File: config.mk
export PLATFORM = sky130hd
export DESIGN_NAME = cordic_axi4s_arbiter
export DESIGN_NICKNAME = d
export VERILOG_FILES = /design/src/rtl/cordic_axi4s_arbiter.sv
export SDC_FILE = /design/constraint.sdc
export NUM_CORES = 1
export LEC_CHECK = 0
export BUFFER_PORTS_ARGS = -buffer_cell sky130_fd_sc_hd__buf_2
export CORE_ASPECT_RATIO = 0.75
export CORE_MARGIN = 10
export CORE_UTILIZATION = 29
export CTS_CLUSTER_DIAMETER = 100
export DETAILED_ROUTE_END_ITERATION = 12
export SLEW_MARGIN = 20
export SYNTH_ARGS = -nofsm -noshare
export SYNTH_HDL_FRONTEND = slang
export SYNTH_SLANG_ARGS = --single-unit
File: constraint.sdc
create_clock -name clk -period 2 [get_ports clk]
set_input_delay 0.2 -clock clk [delete_from_list [all_inputs] [get_ports clk]]
set_output_delay 0.2 -clock clk [all_outputs]
set_load 0.005 [all_outputs]
File: src/rtl/cordic_axi4s_arbiter.sv
// Round-robin sharing of one CORDIC AXI4-S pipeline between several requesters.
// Includes credit-based issue throttling and result routing by the requester index carried in tid.
`timescale 1ns/1ps
module cordic_axi4s_arbiter #(
  parameter int NR_OF_REQUESTERS_P = 4,
  parameter int AXI_DATA_WIDTH_P   = 16,
  parameter int AXI_ID_WIDTH_P     = 4,
  parameter int MAX_OUTSTANDING_P  = 16,
  localparam int SEL_WIDTH_C = $clog2(NR_OF_REQUESTERS_P),
  localparam int CNT_WIDTH_C = $clog2(MAX_OUTSTANDING_P + 1),
  localparam int TID_WIDTH_C = AXI_ID_WIDTH_P + SEL_WIDTH_C
) (
  input  logic                                               clk,
  input  logic                                               rst,
  input  logic [NR_OF_REQUESTERS_P-1:0]                      ing_tvalid,
  output logic [NR_OF_REQUESTERS_P-1:0]                      ing_tready,
  input  logic [NR_OF_REQUESTERS_P-1:0][AXI_DATA_WIDTH_P-1:0] ing_tdata,
  input  logic [NR_OF_REQUESTERS_P-1:0][AXI_ID_WIDTH_P-1:0]   ing_tid,
  input  logic [NR_OF_REQUESTERS_P-1:0]                      ing_tuser,
  output logic                                               cor_tvalid,
  output logic [AXI_DATA_WIDTH_P-1:0]                        cor_tdata,
  output logic [TID_WIDTH_C-1:0]                             cor_tid,
  output logic                                               cor_tuser,
  input  logic                                               cor_egr_tvalid,
  input  logic [AXI_DATA_WIDTH_P-1:0]                        cor_egr_tdata,
  input  logic [TID_WIDTH_C-1:0]                             cor_egr_tid,
  output logic [NR_OF_REQUESTERS_P-1:0]                      egr_tvalid,
  output logic [AXI_DATA_WIDTH_P-1:0]                        egr_tdata,
  output logic [AXI_ID_WIDTH_P-1:0]                          egr_tid,
  output logic [CNT_WIDTH_C-1:0]                             outstanding,
  output logic                                               busy,
  output logic                                               route_err
);

  localparam logic [SEL_WIDTH_C:0]          NR_C      = (SEL_WIDTH_C+1)'(NR_OF_REQUESTERS_P);
  localparam logic [SEL_WIDTH_C:0]          SEL_ONE_C = (SEL_WIDTH_C+1)'(1);
  localparam logic [CNT_WIDTH_C:0]          MAX_C     = (CNT_WIDTH_C+1)'(MAX_OUTSTANDING_P);
  localparam logic [CNT_WIDTH_C-1:0]        CNT_ONE_C = CNT_WIDTH_C'(1);
  localparam logic [NR_OF_REQUESTERS_P-1:0] ONE_C     = NR_OF_REQUESTERS_P'(1);

  logic [SEL_WIDTH_C-1:0]        rr_ptr_q, rr_ptr_d;
  logic                          cor_tvalid_q, cor_tvalid_d;
  logic [AXI_DATA_WIDTH_P-1:0]   cor_tdata_q, cor_tdata_d;
  logic [TID_WIDTH_C-1:0]        cor_tid_q, cor_tid_d;
  logic                          cor_tuser_q, cor_tuser_d;
  logic [NR_OF_REQUESTERS_P-1:0] egr_tvalid_q, egr_tvalid_d;
  logic [AXI_DATA_WIDTH_P-1:0]   egr_tdata_q, egr_tdata_d;
  logic [AXI_ID_WIDTH_P-1:0]     egr_tid_q, egr_tid_d;
  logic [CNT_WIDTH_C-1:0]        outstanding_q, outstanding_d;
  logic                          route_err_q, route_err_d;

  logic                          credit_ok_s, gnt_found_s, xfer_s, sel_ok_s, underflow_s;
  logic [SEL_WIDTH_C-1:0]        gnt_idx_s, egr_sel_s;
  logic [SEL_WIDTH_C:0]          idx_s, nxt_s;

  assign credit_ok_s = ({1'b0, outstanding_q} + {{CNT_WIDTH_C{1'b0}}, cor_tvalid_q}) < MAX_C;

  // First valid requester at or after rr_ptr_q, wrapping modulo the requester count.
  always_comb begin
    gnt_found_s = 1'b0;
    gnt_idx_s   = '0;
    idx_s       = '0;
    for (int k = 0; k < NR_OF_REQUESTERS_P; k++) begin
      idx_s = {1'b0, rr_ptr_q} + k[SEL_WIDTH_C:0];
      idx_s = (idx_s >= NR_C) ? (idx_s - NR_C) : idx_s;
      if (!gnt_found_s && ing_tvalid[idx_s[SEL_WIDTH_C-1:0]]) begin
        gnt_found_s = 1'b1;
        gnt_idx_s   = idx_s[SEL_WIDTH_C-1:0];
      end else begin
        gnt_found_s = gnt_found_s;
      end
    end
  end

  assign xfer_s     = gnt_found_s & credit_ok_s;
  assign ing_tready = (xfer_s & ~rst) ? (ONE_C << gnt_idx_s) : '0;
  assign nxt_s      = {1'b0, gnt_idx_s} + SEL_ONE_C;

  // Issue stage: capture the granted request and advance the pointer past it.
  always_comb begin
    cor_tvalid_d = xfer_s;
    cor_tdata_d  = '0;
    cor_tid_d    = '0;
    cor_tuser_d  = 1'b0;
    rr_ptr_d     = rr_ptr_q;
    if (xfer_s) begin
      cor_tdata_d = ing_tdata[gnt_idx_s];
      cor_tid_d   = {gnt_idx_s, ing_tid[gnt_idx_s]};
      cor_tuser_d = ing_tuser[gnt_idx_s];
      rr_ptr_d    = (nxt_s >= NR_C) ? '0 : nxt_s[SEL_WIDTH_C-1:0];
    end else begin
      rr_ptr_d = rr_ptr_q;
    end
  end

  assign egr_sel_s = cor_egr_tid[TID_WIDTH_C-1:AXI_ID_WIDTH_P];

  // Only a non-power-of-two requester count can yield an out-of-range index.
  generate
    if ((1 << SEL_WIDTH_C) == NR_OF_REQUESTERS_P) begin : g_sel_full
      assign sel_ok_s = 1'b1;
    end else begin : g_sel_part
      assign sel_ok_s = ({1'b0, egr_sel_s} < NR_C);
    end
  endgenerate

  // Egress stage: route the returning result to its owner by index.
  always_comb begin
    egr_tvalid_d = '0;
    egr_tdata_d  = '0;
    egr_tid_d    = '0;
    if (cor_egr_tvalid) begin
      egr_tvalid_d = sel_ok_s ? (ONE_C << egr_sel_s) : '0;
      egr_tdata_d  = cor_egr_tdata;
      egr_tid_d    = cor_egr_tid[AXI_ID_WIDTH_P-1:0];
    end else begin
      egr_tvalid_d = '0;
    end
  end

  assign underflow_s = cor_egr_tvalid & ~cor_tvalid_q & (outstanding_q == '0);
  assign route_err_d = route_err_q | underflow_s | (cor_egr_tvalid & ~sel_ok_s);

  // In-flight accounting: issue counts up, return counts down, clamped at both ends.
  always_comb begin
    outstanding_d = outstanding_q;
    case ({cor_tvalid_q, cor_egr_tvalid})
      2'b10: outstanding_d = ({1'b0, outstanding_q} < MAX_C) ? (outstanding_q + CNT_ONE_C) : outstanding_q;
      2'b01: outstanding_d = (outstanding_q != '0) ? (outstanding_q - CNT_ONE_C) : outstanding_q;
      default: outstanding_d = outstanding_q;
    endcase
  end

  // State registers.
  always_ff @(posedge clk or posedge rst) begin
    if (rst) begin
      rr_ptr_q      <= '0;
      cor_tvalid_q  <= 1'b0;
      cor_tdata_q   <= '0;
      cor_tid_q     <= '0;
      cor_tuser_q   <= 1'b0;
      egr_tvalid_q  <= '0;
      egr_tdata_q   <= '0;
      egr_tid_q     <= '0;
      outstanding_q <= '0;
      route_err_q   <= 1'b0;
    end else begin
      rr_ptr_q      <= rr_ptr_d;
      cor_tvalid_q  <= cor_tvalid_d;
      cor_tdata_q   <= cor_tdata_d;
      cor_tid_q     <= cor_tid_d;
      cor_tuser_q   <= cor_tuser_d;
      egr_tvalid_q  <= egr_tvalid_d;
      egr_tdata_q   <= egr_tdata_d;
      egr_tid_q     <= egr_tid_d;
      outstanding_q <= outstanding_d;
      route_err_q   <= route_err_d;
    end
  end

  assign cor_tvalid  = cor_tvalid_q;
  assign cor_tdata   = cor_tdata_q;
  assign cor_tid     = cor_tid_q;
  assign cor_tuser   = cor_tuser_q;
  assign egr_tvalid  = egr_tvalid_q;
  assign egr_tdata   = egr_tdata_q;
  assign egr_tid     = egr_tid_q;
  assign outstanding = outstanding_q;
  assign route_err   = route_err_q;
  assign busy        = (outstanding_q != '0) | cor_tvalid_q;

endmodule

Word level (Yosys, flattened, before mapping)
Cells that the tools add are included.
{ "word_totals": {"latchBits": 0, "ff_bits": 56, "n_memories": 0, "out_inout_bits": 59, "mem_bits_rw": 0, "romBits": 0, "word_cells": 94} }
{ "op_classes": {"muxes": 37, "eq_ne": 4, "reduce_logical": 10, "shift": 2, "mul": 0, "n_addsub": 11, "div": 0, "bitwise": 8, "n_lt_le_gt_ge": 12} }
{ "op_table": {"columns": ["op", "count"], "rows": [
  ["$mux W16", 3],
  ["$bmux W16 S2", 1],
  ["$mux W2", 9],
  ["$mux W4", 4],
  ["$lt A2 B3 Y1 const B", 5],
  ["$ge A3 B3 Y1 const B", 4],
  ["$bmux W1 S2", 5],
  ["$mux W1", 10],
  ["$mux W5", 2],
  ["$pmux W5 S2", 1],
  ["$bmux W4 S2", 1],
  ["$shl A1 B2 Y4 const A", 2],
  ["$sub A2 B1 Y2 const B", 4],
  ["$add A2 B1 Y3 const B", 2],
  ["$add A2 B2 Y3 const B", 2],
  ["$add A5 B1 Y6", 1],
  ["$lt A6 B5 Y1 const B", 1],
  ["$mux W6", 1],
  ["$add A5 B1 Y5 const B", 1],
  ["$logic_not A5 Y1", 1],
  ["$lt A5 B5 Y1 const B", 1],
  ["$reduce_bool A5 Y1", 1],
  ["$sub A5 B1 Y5 const B", 1],
  ["$and A1 B1 Y1", 4],
  ["other kinds (10)", 17]
]} }

Depth between registers and ports, before layout
{ "depth": {"word_depth": 17, "depth_mapped": 9} }

Worst setup path before layout
OpenSTA, ideal clock, no wires.
{ "synth_path": {"path_kind": "register -> register", "start": "register cor_tvalid_q, in the netlist cor_tvalid", "end": "register outstanding_q[4], in the netlist outstanding[4]", "setup_time_ns": 0.128, "arrival_ns": 1.811, "t_required_ns": 1.872, "n_path_buf": 0, "stages_incl_launch_ff": 9, "slack_ns": 0.061, "cell_sequence": "dfrtp_1 > inv_1 > ha_1 > fa_1 > a21o_1 > a21oi_1 > xor2_1 > nor2_1 > xor2_1"} }
{ "synth_via": {"elab_chain_cells": 3, "word_cells_on_any_way": 7, "cone_classes": "4 x eq/ne; 1 x mux; 2 x reduce/logical"} }
{ "synth_rtl": {"columns": ["item", "line_no", "source"], "rows": [
  ["from (decl)", "42", "logic cor_tvalid_q, cor_tvalid_d;"],
  ["from (signal assigned)", "149", "cor_tvalid_q <= cor_tvalid_d;"],
  ["$eq A2 B1 Y1 / $eq A2 B2 Y1 (equally long branches)", "127", "case ({cor_tvalid_q, cor_egr_tvalid})"],
  ["$ne A2 B2 Y1 (no source line) / $reduce_bool A2 Y1 (equally long branches)", null, null],
  ["$reduce_and A3 Y1 (no source line)", null, null],
  ["to (signal assigned)", "156", "outstanding_q <= outstanding_d;"],
  ["to (decl)", "49", "logic [CNT_WIDTH_C-1:0] outstanding_q, outstanding_d;"]
]} }
Several ways; a longest one is shown, not always the timed one.
A chain may end at the register's enable or synchronous reset.

Worst setup path in the final report
{ "layout_path": {"start": "register rr_ptr_q[1]", "end": "output ing_tready[2]"} }
{ "layout_via": {"elab_chain_cells": 17, "word_cells_on_any_way": 41, "cone_classes": "7 x add/sub; 4 x order compare; 1 x shift; 21 x mux; 2 x bitwise; 6 x reduce/logical"} }
{ "layout_rtl": {"columns": ["item", "line_no", "source"], "rows": [
  ["from (decl)", "41", "logic [SEL_WIDTH_C-1:0] rr_ptr_q, rr_ptr_d;"],
  ["from (signal assigned)", "148", "rr_ptr_q <= rr_ptr_d;"],
  ["branches (longest 16 deep; another with $add A2 B1 Y3)", null, null],
  ["$mux W4 (*)", "76", "assign ing_tready = (xfer_s & ~rst) ? (ONE_C << gnt_idx_s) : '0;"],
  ["to (decl)", "16", "output logic [NR_OF_REQUESTERS_P-1:0] ing_tready,"]
]} }
Every way passes the cells marked *. The select of a mux whose other input is x is not followed.

==> Flow_metrics.wiki <==
{| class="wikitable"
! Metric !! Value
|-
| Number of detailed-route iterations in the first pass || 4
|-
| Count of endpoints failing hold in the final timing report || 0
|-
| Starting DRT DRC Count || 53
|-
| Clock power share || 0.194
|-
| FF/Latch Area || 1410 um^2
|-
| Horizontal extent of the die || 130 um
|-
| Clock skew || 0.00948 ns
|-
| F_max || 518 MHz
|-
| Syn Area/Cell || 12.1 um^2
|-
| Post-layout util || 0.450
|-
| Yosys warns || 0
|-
| Net count after synthesis || 341
|-
| Least-Margin Pin Slew || between 0.9 and 1 ns
|-
| Number of vias after detailed routing || 2289
|-
| Data required time at the worst endpoint || 1.80 ns
|-
| Netlist area before placement || 2630 um^2
|-
| Post-synth top flop || sky130_fd_sc_hd__dfrtp_1
|-
| Unrepaired setup endpoints after global routing || yes
|-
| P_leak || 0.00219 uW
|-
| Clock-pin slew on the worst setup and hold paths || 0.08 ns
|-
| Wirelength, routed || around 8100 um
|-
| Final Setup Violations || 0
|-
| Proportion of synthesized chip area in sequential cells || 0.533
|-
| Outcome || complete, no violations
|-
| Post-route clock period utilization || 0.965
|-
| Die extent in y || 102 um
|-
| Number of I/O pins || 172
|-
| Critical path peak fanout || 5
|-
| HPWL reported at the end of detailed placement || 6560 um
|-
| Share of final-layout standard cells stronger than drive strength 1 || 0.530
|-
| PwrDens || roughly 1200 nW/um^2
|-
| Slew Limit Fails || 0
|-
| Number of nets at the end of the flow || 520
|-
| Nature of the critical path endpoint || output pin
|-
| Category of the most critical setup path || reg2out
|-
| First-pass GRT wire length || about 12000 um
|-
| Sort of element at the start of the critical path || register
|-
| Time the worst path needs with I/O delays and setup || 1.93 ns
|-
| Multi-input gate area || 1190 um^2
|-
| Max cap viols || 0
|-
| Synthesized instance count || 218
|-
| Clock buffers created by TritonCTS || 5
|-
| Average routed wire per standard cell || 16.0 um
|-
| Total power || 4640 uW
|-
| GR Overflow Total || 0
|-
| Max_slew headroom || 0.391
|-
| Total of hold buffers inserted after clock tree synthesis || 0
|-
| Worst EP arrival || 1.73 ns
|-
| Minimum setup slack in the final design || 0.0697 ns
|-
| Post-route antenna net violation count || 0
|-
| Final Instance Count excl. Fillers || 506
|-
| Post-place setup slack || 0.0826 ns
|-
| Internal power summed over all cells || 3010 uW
|-
| Number of clock sinks || 56
|-
| Area growth from synthesis to layout || 47.9%
|-
| Number of enable-type register cells in the synthesized netlist || 0
|-
| DRC violation count after routing || 0
|-
| Highest ir drop seen on vdd || roughly 0.0007 V
|-
| Filler cells || 825
|-
| Floorplan core area || 8640 um^2
|-
| Proportion of register bits with asynchronous set or reset after synthesis || 1.00
|-
| Maximum number of pins on one net before global-route repair || 57
|-
| Register bit count reported by yosys || 56
|-
| Fraction of power spent switching nets || 0.352
|-
| Average vias per placed instance || 4.52
|-
| Worst skew pair latency || 0.29 ns
|-
| Count of inserted antenna diode cells || 0
|-
| Port buffer count || 171
|-
| Number of distinct library cell variants in the gate-level netlist after synthesis || 33
|-
| Routability cong. || 0.765
|-
| Switching power summed over all nets || 1630 uW
|-
| Maximum buffer depth of the clock tree || 2
|-
| Dpl cells || 494
|-
| TritonCTS clock tree || done
|-
| Starting density of the core || 0.304
|-
| Worst hold-check path type || in2reg
|-
| Die ar. || 13300 um^2
|-
| Number of rows created at floorplan || 29
|-
| Cell at the root of the clock tree || sky130_fd_sc_hd__clkbuf_16
|-
| Sequential power share || 0.343
|-
| Maximum level of the CTS H-tree || 2
|-
| Overall global routing resource usage || 0.114
|-
| Vias in the first global route || 2476
|-
| Antenna violations before repair || 0
|-
| Combinational fraction of design power || 0.463
|}
-- layout make-up --
class / instances / share of cell area
Sequential cell: 56 / 0.362
Multi-Input combinational cell: 143 / 0.307
Timing Repair Buffer: 184 / 0.252
Tap cell: 108 / 0.0347
Clock buffer: 5 / 0.0322
Inverter: 7 / 0.00676
Clock inverter: 3 / 0.00644
-- layout by cell type, fill, tap and decap left out, types with 3 or more instances in the layout --
cell type	count
sky130_fd_sc_hd__a21o_1	3
sky130_fd_sc_hd__buf_2	171
sky130_fd_sc_hd__xor2_1	3
sky130_fd_sc_hd__inv_2	4
sky130_fd_sc_hd__and2_1	20
sky130_fd_sc_hd__and3_1	5
sky130_fd_sc_hd__ha_1	8
sky130_fd_sc_hd__mux2i_1	43
sky130_fd_sc_hd__clkbuf_16	5
sky130_fd_sc_hd__nor2_1	7
sky130_fd_sc_hd__dfrtp_1	52
sky130_fd_sc_hd__nand2_1	9
sky130_fd_sc_hd__buf_4	11
sky130_fd_sc_hd__o22ai_1	21
sky130_fd_sc_hd__dfrtp_2	4
sky130_fd_sc_hd__inv_1	3
-- critical path, stage by stage (launching register included) --
cell,delay [ns]
sky130_fd_sc_hd__dfrtp_2,0.45
sky130_fd_sc_hd__buf_4,0.15
sky130_fd_sc_hd__a211oi_4,0.27
sky130_fd_sc_hd__nor2_4,0.09
sky130_fd_sc_hd__ha_1,0.19
sky130_fd_sc_hd__and3_1,0.15
sky130_fd_sc_hd__buf_2,0.13
-- stage by stage --
step	hold WS, ns	instance area, um^2	setup TNS (ns)
finish	0.0879	3890	0
global route	0.0899	3890	-0.297
CTS	0.0792	3830	0
detailed placement	0.398	3670	0
global placement	0.398	3670	0
floorplan	0.265	2630	0
-- synthesized netlist by cell type (2+ instances only) --
cell | n | share of area
sky130_fd_sc_hd__a21o_1 | 3 | 0.0086
sky130_fd_sc_hd__mux2i_1 | 43 | 0.16
sky130_fd_sc_hd__nor2_1 | 8 | 0.011
sky130_fd_sc_hd__o22ai_1 | 21 | 0.050
sky130_fd_sc_hd__xor2_1 | 3 | 0.010
sky130_fd_sc_hd__clkbuf_1 | 4 | 0.0057
sky130_fd_sc_hd__buf_4 | 5 | 0.014
sky130_fd_sc_hd__and2_1 | 20 | 0.048
sky130_fd_sc_hd__xnor2_1 | 2 | 0.0067
sky130_fd_sc_hd__ha_1 | 9 | 0.043
sky130_fd_sc_hd__o21ai_1 | 3 | 0.0057
sky130_fd_sc_hd__inv_1 | 6 | 0.0086
sky130_fd_sc_hd__dfrtp_1 | 56 | 0.53
sky130_fd_sc_hd__buf_2 | 3 | 0.0057
sky130_fd_sc_hd__nand2_1 | 9 | 0.013
sky130_fd_sc_hd__and3_1 | 5 | 0.012
sky130_fd_sc_hd__a21oi_1 | 2 | 0.0038
-- power groups by stage --
stage,Combinational [uW],Clock (uW),Sequential [uW]
floorplan,1230,0,1650
global placement,2030,0,1600
detailed placement,2060,0,1610
CTS,2080,942,1590
global route,2370,982,1630
finish,2150,900,1590
-- kinds of logic after synthesis --
logic type      Yosys count  share of synthesized area
simple gates             49                      0.102
xor+xnor                  5                     0.0167
fa+ha+maj                10                     0.0505
mux                      44                      0.169
buf+inv                  19                     0.0357
flops                    56                      0.533
compound gates           35                     0.0928
-- worst paths after layout --
kind | startpoint | endpoint | slack, ns | cells past startpoint
max | rr_ptr_q[1] | ing_tready[2] | 0.07 | 6
min | cor_egr_tid[4] | egr_tvalid[2] | 0.09 | 2
max reg2reg | cor_tvalid | outstanding[4] | 0.13 | 8
min reg2reg | route_err | route_err | 0.46 | 1
max in group asynchronous | rst | rr_ptr_q[0] | 1.33 | 3
min in group asynchronous | rst | egr_tvalid[0] | 0.17 | 3
-- flip-flops by register name, indices dropped and copies added, names as in the netlist, 2 cells and up --
register	flops
egr_tdata	16
cor_tdata	16
egr_tvalid	4
egr_tid	4
outstanding	5
cor_tid	6
rr_ptr_q	2
-- routing by layer --
| metal | part of all wire | global-route usage | up-vias |
|---|---|---|---|
| met5 | 0 | 0 | - |
| met4 | 0.0079 | 0.0284 | 0 |
| met3 | 0.12 | 0.0486 | 5 |
| met2 | 0.46 | 0.184 | 95 |
| met1 | 0.41 | 0.138 | 1068 |
| li1 | - | - | 1121 |
-- what timing repair did --
item / in CTS / in global routing
endpoints found under the setup margin: 4 / 16
pin swaps: 1 / 2
buffers inserted: 0 / 4
resized for setup: 4 / 10
Power figures use the tool's default switching activity.
